===== config.mk =====
export PLATFORM = sky130hd
export DESIGN_NAME = tmvp_operand_streamer
export DESIGN_NICKNAME = d
export VERILOG_FILES = /design/src/rtl/tmvp_operand_streamer.sv
export SDC_FILE = /design/constraint.sdc
export NUM_CORES = 1
export LEC_CHECK = 0
export BUFFER_PORTS_ARGS = -buffer_cell sky130_fd_sc_hd__clkbuf_2
export CAP_MARGIN = 10
export CORE_ASPECT_RATIO = 1.1
export CORE_MARGIN = 3
export CORE_UTILIZATION = 38
export DETAILED_ROUTE_END_ITERATION = 8
export SYNTH_ARGS = -nofsm -noshare
export SYNTH_HDL_FRONTEND = slang
export SYNTH_SLANG_ARGS = --single-unit

===== constraint.sdc =====
create_clock -name clk -period 6.9 [get_ports clk]
set_input_delay 0 -clock clk [delete_from_list [all_inputs] [get_ports clk]]
set_output_delay 0 -clock clk [all_outputs]
set_load 0.005 [all_outputs]

===== src/rtl/tmvp_operand_streamer.sv =====
// rtl/tmvp_operand_streamer.sv - ping-pong row/vector buffer feeding the TMVP multiplier stream
module tmvp_operand_streamer #(
    parameter int N          = 16,
    parameter int DATA_WIDTH = 8,
    parameter int ADDR_WIDTH = $clog2(2*N)
) (
    input  logic                  clk,
    input  logic                  reset,
    input  logic                  wr_en,
    input  logic                  wr_sel,
    input  logic [ADDR_WIDTH-1:0] wr_addr,
    input  logic [DATA_WIDTH-1:0] wr_data,
    input  logic                  commit,
    input  logic                  stall,
    output logic                  wr_full,
    output logic [DATA_WIDTH-1:0] m_axis_tdata_row,
    output logic [DATA_WIDTH-1:0] m_axis_tdata_vec,
    output logic                  m_axis_tvalid,
    output logic                  busy,
    output logic                  problem_done
);

    // Vector index width; the vector buffer has N entries.
    localparam int VW = (N > 1) ? $clog2(N) : 1;
    localparam logic [ADDR_WIDTH-1:0] ROW_LAST = ADDR_WIDTH'(2*N-2);
    localparam logic [ADDR_WIDTH-1:0] VEC_LAST = ADDR_WIDTH'(N-1);

    typedef enum logic {IDLE, STREAM} state_t;

    // Two banks: the host fills bank wbank while bank rbank streams.
    logic [DATA_WIDTH-1:0] row_mem [2][2*N-1];
    logic [DATA_WIDTH-1:0] vec_mem [2][N];

    state_t                state;
    logic [ADDR_WIDTH-1:0] cnt;
    logic [1:0]            pending;
    logic [1:0]            pending_nxt;
    logic                  wbank;
    logic                  rbank;
    logic                  commit_ok;
    logic                  release_bank;

    assign wr_full      = (pending == 2'd2);
    assign busy         = (state == STREAM) || (pending != 2'd0);
    assign commit_ok    = commit && !wr_full;
    // The last beat of a problem hands its bank back to the writer.
    assign release_bank = (state == STREAM) && !stall && (cnt == ROW_LAST);

    // Pending-bank count; a commit and a release on the same edge cancel out.
    always_comb begin
        pending_nxt = pending;
        if (commit_ok && !release_bank) begin
            pending_nxt = pending + 2'd1;
        end else if (release_bank && !commit_ok) begin
            pending_nxt = pending - 2'd1;
        end
    end

    // Host writes into the current write bank; buffer contents are deliberately not reset.
    always_ff @(posedge clk) begin
        if (wr_en && !wr_full) begin
            if (!wr_sel && (wr_addr <= ROW_LAST)) begin
                row_mem[wbank][wr_addr] <= wr_data;
            end
            if (wr_sel && (wr_addr <= VEC_LAST)) begin
                vec_mem[wbank][wr_addr[VW-1:0]] <= wr_data;
            end
        end
    end

    // Bank bookkeeping and the IDLE/STREAM beat sequencer with registered stream outputs.
    always_ff @(posedge clk or posedge reset) begin
        if (reset) begin
            state            <= IDLE;
            cnt              <= '0;
            pending          <= 2'd0;
            wbank            <= 1'b0;
            rbank            <= 1'b0;
            m_axis_tvalid    <= 1'b0;
            m_axis_tdata_row <= '0;
            m_axis_tdata_vec <= '0;
            problem_done     <= 1'b0;
        end else begin
            pending          <= pending_nxt;
            if (commit_ok) begin
                wbank <= ~wbank;
            end
            m_axis_tvalid    <= 1'b0;
            m_axis_tdata_row <= '0;
            m_axis_tdata_vec <= '0;
            problem_done     <= 1'b0;
            case (state)
                IDLE: begin
                    if (pending != 2'd0) begin
                        state <= STREAM;
                        cnt   <= '0;
                    end
                end
                STREAM: begin
                    if (!stall) begin
                        m_axis_tvalid    <= 1'b1;
                        m_axis_tdata_row <= row_mem[rbank][cnt];
                        // Vector beats past N-1 are zero padding for the Toeplitz tail.
                        m_axis_tdata_vec <= (cnt <= VEC_LAST) ? vec_mem[rbank][cnt[VW-1:0]] : '0;
                        if (cnt == ROW_LAST) begin
                            problem_done <= 1'b1;
                            rbank        <= ~rbank;
                            cnt          <= '0;
                            if (pending_nxt == 2'd0) begin
                                state <= IDLE;
                            end
                        end else begin
                            cnt <= cnt + 1'b1;
                        end
                    end
                end
                default: state <= IDLE;
            endcase
        end
    end

endmodule


======== Yosys cells after proc, flatten, opt, wreduce, memory -nomap -nowiden ========
Memory sizes are Yosys's and may differ from the RTL's.
Index checks and enable logic that the tools add are counted.
word-level totals
  bits in registers ....................... 28
  bits in latches ......................... 0
  bits in writable memories ............... 752
  bits in read-only memories .............. 0
  input port bits ......................... 19
  word-level logic and storage cells ...... 92
  memories ................................ 2
cells by class
  add/subtract/negate cells ............... 3
  $mul .................................... 0
  divide/modulo/power cells ............... 0
  $lt $le $gt $ge ......................... 9
  equality and inequality tests ........... 4
  shift operators ......................... 0
  muxes and demuxes ....................... 37
  bitwise operators ....................... 8
  reductions and logical operators ........ 20
memories
  name     words  bits a word  read ports  clocked after memory_dff  write ports  line  source
  row_mem  2      248          1           0                         1            31    logic [DATA_WIDTH-1:0] row_mem [2][2*N-1];
  vec_mem  2      128          1           0                         1            32    logic [DATA_WIDTH-1:0] vec_mem [2][N];
operators with widths
  cell                                                                              number
  248-bit two-way mux                                                               1
  128-bit two-way mux                                                               1
  8-bit two-way mux                                                                 11
  8-bit binary-select mux with 5-bit select                                         1
  8-bit demux with 5-bit select                                                     1
  8-bit binary-select mux with 4-bit select                                         1
  8-bit demux with 4-bit select                                                     1
  5-bit two-way mux                                                                 3
  1-bit two-way mux                                                                 13
  6-bit >= comparator, second input constant                                        2
  5-bit NOT with 6-bit output                                                       2
  5-bit >= comparator, second input constant                                        2
  5-bit by 4-bit less-or-equal comparator with 1-bit output, second input constant  2
  1-bit logical AND                                                                 10
  4-bit NOT with 5-bit output                                                       2
  5-bit case mux with 2 select lines                                                1
  6-bit by 1-bit less-than comparator with 1-bit output, second input constant      1
  5-bit by 1-bit adder with 5-bit output, second input constant                     1
  5-bit == test, second input constant                                              1
  5-bit less-or-equal comparator, second input constant                             1
  1-bit logical NOT                                                                 5
  5-bit by 1-bit less-than comparator with 1-bit output, second input constant      1
  2-bit two-way mux                                                                 2
  2-bit inequality test, second input constant                                      2
  other kinds (10)                                                                  13

======== Longest topological paths before layout ========
  depth in word-level cells ............... 12
  depth in mapped cells ................... 10

======== Least setup slack after synthesis ========
No wires, ideal clock.
  kind .................................... flip-flop to flip-flop
  start ................................... register pending[0]
  end ..................................... memory row_mem[0][120] in the netlist's numbering, enable pin
  library setup time ...................... 0.371 ns
  arrival time ............................ 1.907 ns
  path slack .............................. 4.623 ns
  stages on the path, launching flop included .. 7
  cell sequence ........................... dfrtp_1 > inv_1 > ha_1 > nor2b_1 > nor3b_1 > nand4_1 > nor2_1
on the way
  word-level cells in the longest chain between the ends .. 5
ends and longest elaborated chain
  element                                    line  source
  from (decl)                                36    logic [1:0] pending;
  from (signal assigned)                     84    pending <= pending_nxt;
  2-bit == test                              43    assign wr_full = (pending == 2'd2);
  net wr_full                                15    output logic wr_full,
  1-bit logical NOT                          61    if (wr_en && !wr_full) begin
  1-bit logical AND                          61
  1-bit two-way mux                          61
  248-bit two-way mux (not written as such)  63    row_mem[wbank][wr_addr] <= wr_data;
  to (decl)                                  31
The timed path passes the listed nets, and every way through them passes these cells.

======== Worst setup path in the final report ========
  start ................................... register rbank
  end ..................................... register m_axis_tdata_row[6]
on the way
  word-level cells in the longest chain between the ends .. 6
ends and longest elaborated chain
  element                                               line  source
  from (decl)                                           39    logic rbank;
  from (signal assigned)                                107   rbank <= ~rbank;
  memory 2 x 248 bit                                    --
  8-bit binary-select mux with 5-bit select             102   m_axis_tdata_row <= row_mem[rbank][cnt];
  8-bit two-way mux (not written as such) (2 in a row)  102
  8-bit two-way mux                                     100   if (!stall) begin
  8-bit two-way mux                                     92    case (state)
  to (signal assigned)                                  102
  to (decl)                                             16    output logic [DATA_WIDTH-1:0] m_axis_tdata_row,
No other way between the ends. The select of a mux whose other input is x is not followed.
A chain may end at the register's enable or synchronous reset.

==> impl_metrics.json <==
{
  "status": "completed",
  "cts_tree": "yes",
  "clk_latency_ns": 0.61,
  "start_kind": "register",
  "crit_start": "rbank",
  "htreeDepth": 3,
  "met3_usage": 0.02923,
  "grt_util_met2": 0.2737,
  "rsz0062_at_grt": "false",
  "yosys_warnings": 0,
  "hold_viol": 0,
  "hp-class": "input port to async pin",
  "period_minus_slack_ns": 3.825,
  "dp_hpwl_mm": 41.69,
  "critical_path_required_ns": 7.32,
  "power_leakage_nw": 10.41,
  "critPathArrivalTime_ns": 4.25,
  "yosysSeqAreaShare": 0.7576,
  "antenna_found_initial": 1,
  "syn_area_mm2": 0.03073,
  "viasPerCell": 5.625,
  "drtIter0Drc": 1343,
  "grt_pass1_vias": 15159,
  "reg2reg_to": "m_axis_tdata_row[6]",
  "max-cap-violations": 0,
  "yosys.area.top_type_share": 0.7348,
  "initial_utilization": 0.3868,
  "report.final.slew_viol_count": 0,
  "rr_startpoint": "rbank",
  "tightestPinTransition_ns": 1.238,
  "grt_first_pass_wirelength_mm": 106.0,
  "fmax_mhz": 261.5,
  "fin_tns_setup_ns": 0,
  "critPathTopFamily": "multiplexers",
  "synth_common_cells": "752 x edfxtp_1, 140 x mux4_2, 109 x nor2_1",
  "routed_wl_mm": 71.89,
  "drive_above_1_share": 0.2088,
  "yosys.cell_count.top_type": "edfxtp_1",
  "cp.depth": 5,
  "power_mw": 10.81,
  "ys_types": 60,
  "met1_usage": 0.2366,
  "grt_max_degree": 109,
  "endpoint": "m_axis_tdata_row[6]",
  "max_stage_delay_ns": 1.04,
  "fin_util": 0.4296,
  "synthFlopType": "edfxtp_1",
  "die_area_mm2": 0.08432,
  "async_reset_ff_frac": 0.03590,
  "fp.dieH_um": 304.3,
  "synth_seq_cells": 780,
  "clockBufferDepth": 3,
  "post_cts_buffers": 0,
  "power_density_mw_per_mm2": 316.6,
  "cts_buffers": 72,
  "die_x_um": 277.1,
  "synth-edff-count": 752,
  "r2r_cells": 5,
  "post-route-period-util": 0.5543,
  "crit_chain": "buf_12 -> mux4_1 -> mux4_2 -> a211oi_1 -> nor3_1",
  "rrSetupSlack_ns": 3.08,
  "top_usage_layer": "met2",
  "synth_cells": 1475,
  "finalSetupViolCount": 0,
  "drc": 0,
  "clkTransAtPathRegs_ns": 0.06,
  "ant_nets": 0,
  "cts_resized": 0,
  "worst_path_max_delay_cell": "dfrtp_4",
  "overflow": 0,
  "crit_fanout": 71,
  "track_usage": 0.1697,
  "criticalPathCategory": "register to register",
  "synthToLayoutAreaGrowth_pct": 11.08,
  "fin_skew_ns": 0.02350,
  "cp-end-kind": "register",
  "dr_total_vias": 14795,
  "antenna_cells": 0,
  "fillCellCount": 6846,
  "synth_area_leaders": "edfxtp_1 73%, mux4_2 10%, mux2i_1 2.6%",
  "ir_drop_uv": 193.5,
  "ios": 39,
  "core-area_mm2": 0.07946,
  "fin_nets": 1550,
  "avgSynthCellArea_um2": 20.83,
  "row_count": 108,
  "avgRoutedWirePerCell_um": 27.33,
  "numClockSinks": 780,
  "gp_congestion": 0.7889,
  "synth_top_area_cell": "edfxtp_1",
  "crit_buf_inv": 1,
  "numPortBuffers": 38,
  "detail_route.first_pass.iterations": 5,
  "syn-num-nets": 1499,
  "max_slew_margin": 0.1718,
  "cts_root_buf": "clkbuf_16"
}
metal layers:
| layer | wire (µm) | part of all wire | up-vias |
|---|---|---|---|
| li1 | - | - | 6237 |
| met4 | 1898 | 0.026 | 2 |
| met5 | 7 | 0.000097 | - |
| met2 | 35040 | 0.49 | 509 |
| met3 | 4373 | 0.061 | 112 |
| met1 | 30560 | 0.43 | 7935 |
metrics by stage:
step	worst slack (ns)	cells	hold WS, ns	instance area, µm²
after floorplan	4.623	1475	0.06541	30730
after global placement	3.095	2493	0.1117	31750
after detailed placement	3.084	2494	0.1190	31760
after CTS	3.069	2630	0.02360	34140
after global routing	2.954	2630	0.07056	34140
final	3.075	2630	0.03657	34140
state kept, by name (all words and copies together), names as in the netlist:
register and flops:
row_mem 496, vec_mem 256, m_axis_tdata_row 8, m_axis_tdata_vec 8, cnt 5, pending 2
m_axis_tvalid 1, problem_done 1, rbank 1, state 1, wbank 1
timing repair:
action                     in CTS  in global routing
hold buffers                    3                  0
hold endpoints to repair       36                  0
setup endpoints to repair       0                  0
how the worst min path moves through the flow:
stage	from	to	slack, ns	cells past startpoint
3_3_place_gp	reset	m_axis_tdata_row[4]	0.11	3
2_1_floorplan	reset	cnt[0]	0.07	1
5_1_grt	reset	rbank	0.07	4
4_1_cts	reset	m_axis_tdata_vec[6]	0.02	4
3_5_place_dp	reset	m_axis_tdata_row[4]	0.12	3
6_report	reset	rbank	0.04	4
cell usage in the layout (no fill, tap or decap), types with 4 or more instances in the layout:
cell | Yosys | routed
a221oi_1 | 19 | 19
clkinv_2 | 0 | 14
mux4_2 | 140 | 140
o31ai_1 | 4 | 4
nand3_1 | 6 | 6
nand2b_1 | 6 | 6
clkinv_1 | 1 | 17
clkbuf_2 | 0 | 30
inv_1 | 7 | 7
a221oi_2 | 11 | 11
nor2_1 | 109 | 109
nor3_1 | 10 | 10
nand2_1 | 32 | 32
bufinv_16 | 0 | 6
o21ai_0 | 21 | 21
nor3b_1 | 4 | 4
clkbuf_16 | 0 | 77
nand4_1 | 5 | 5
or2_2 | 4 | 4
a311oi_1 | 8 | 8
mux2i_1 | 79 | 79
ha_1 | 5 | 5
a21oi_1 | 14 | 14
a211oi_1 | 4 | 4
mux2_2 | 13 | 13
buf_4 | 9 | 19
a22oi_1 | 38 | 38
dfrtp_1 | 28 | 25
o22ai_1 | 6 | 6
edfxtp_1 | 752 | 752
mux4_1 | 22 | 22
and3_1 | 7 | 7
clkbuf_1 | 22 | 14
nor2b_1 | 8 | 7
logic make-up (layout without fill, tap and decap cells):
family | Yosys count | in the layout | synth area share
flip-flops | 780 | 780 | 0.7576
multiplexers | 254 | 254 | 0.1519
AND/OR/NAND/NOR | 201 | 201 | 0.02932
AO/OA/AOI/OAI | 142 | 142 | 0.03575
buffers and inverters | 89 | 199 | 0.02223
adder cells (fa/ha/maj) | 5 | 5 | 0.002036
XOR/XNOR | 4 | 4 | 0.001140
worst reg2reg max path, stage by stage, from the launching register on:
cell      delay, ns
dfrtp_4        1.04
buf_12         0.54
mux4_1         0.70
mux4_2         0.50
a211oi_1       0.61
nor3_1         0.24
cell type report:
cell class              instances  area, µm²  area share
repair buffers                 57      382.9     0.01122
well taps                    1045       1308     0.03830
inverters                       9      33.78   0.0009896
multi-input cells             606       6769      0.1983
flip-flops and latches        780      23290      0.6824
clock buffers                  93       2007     0.05879
clock inverters                40      342.8     0.01004
report_power, final:
group / leakage (nW) / internal (mW) / switching (mW)
sequential: 7.11 / 5.27 / 0.137
combinational: 2.14 / 0.520 / 0.895
clock: 1.15 / 2.28 / 1.70
total: 10.4 / 8.07 / 2.73
Note: power is estimated with default switching activity, not from simulation.
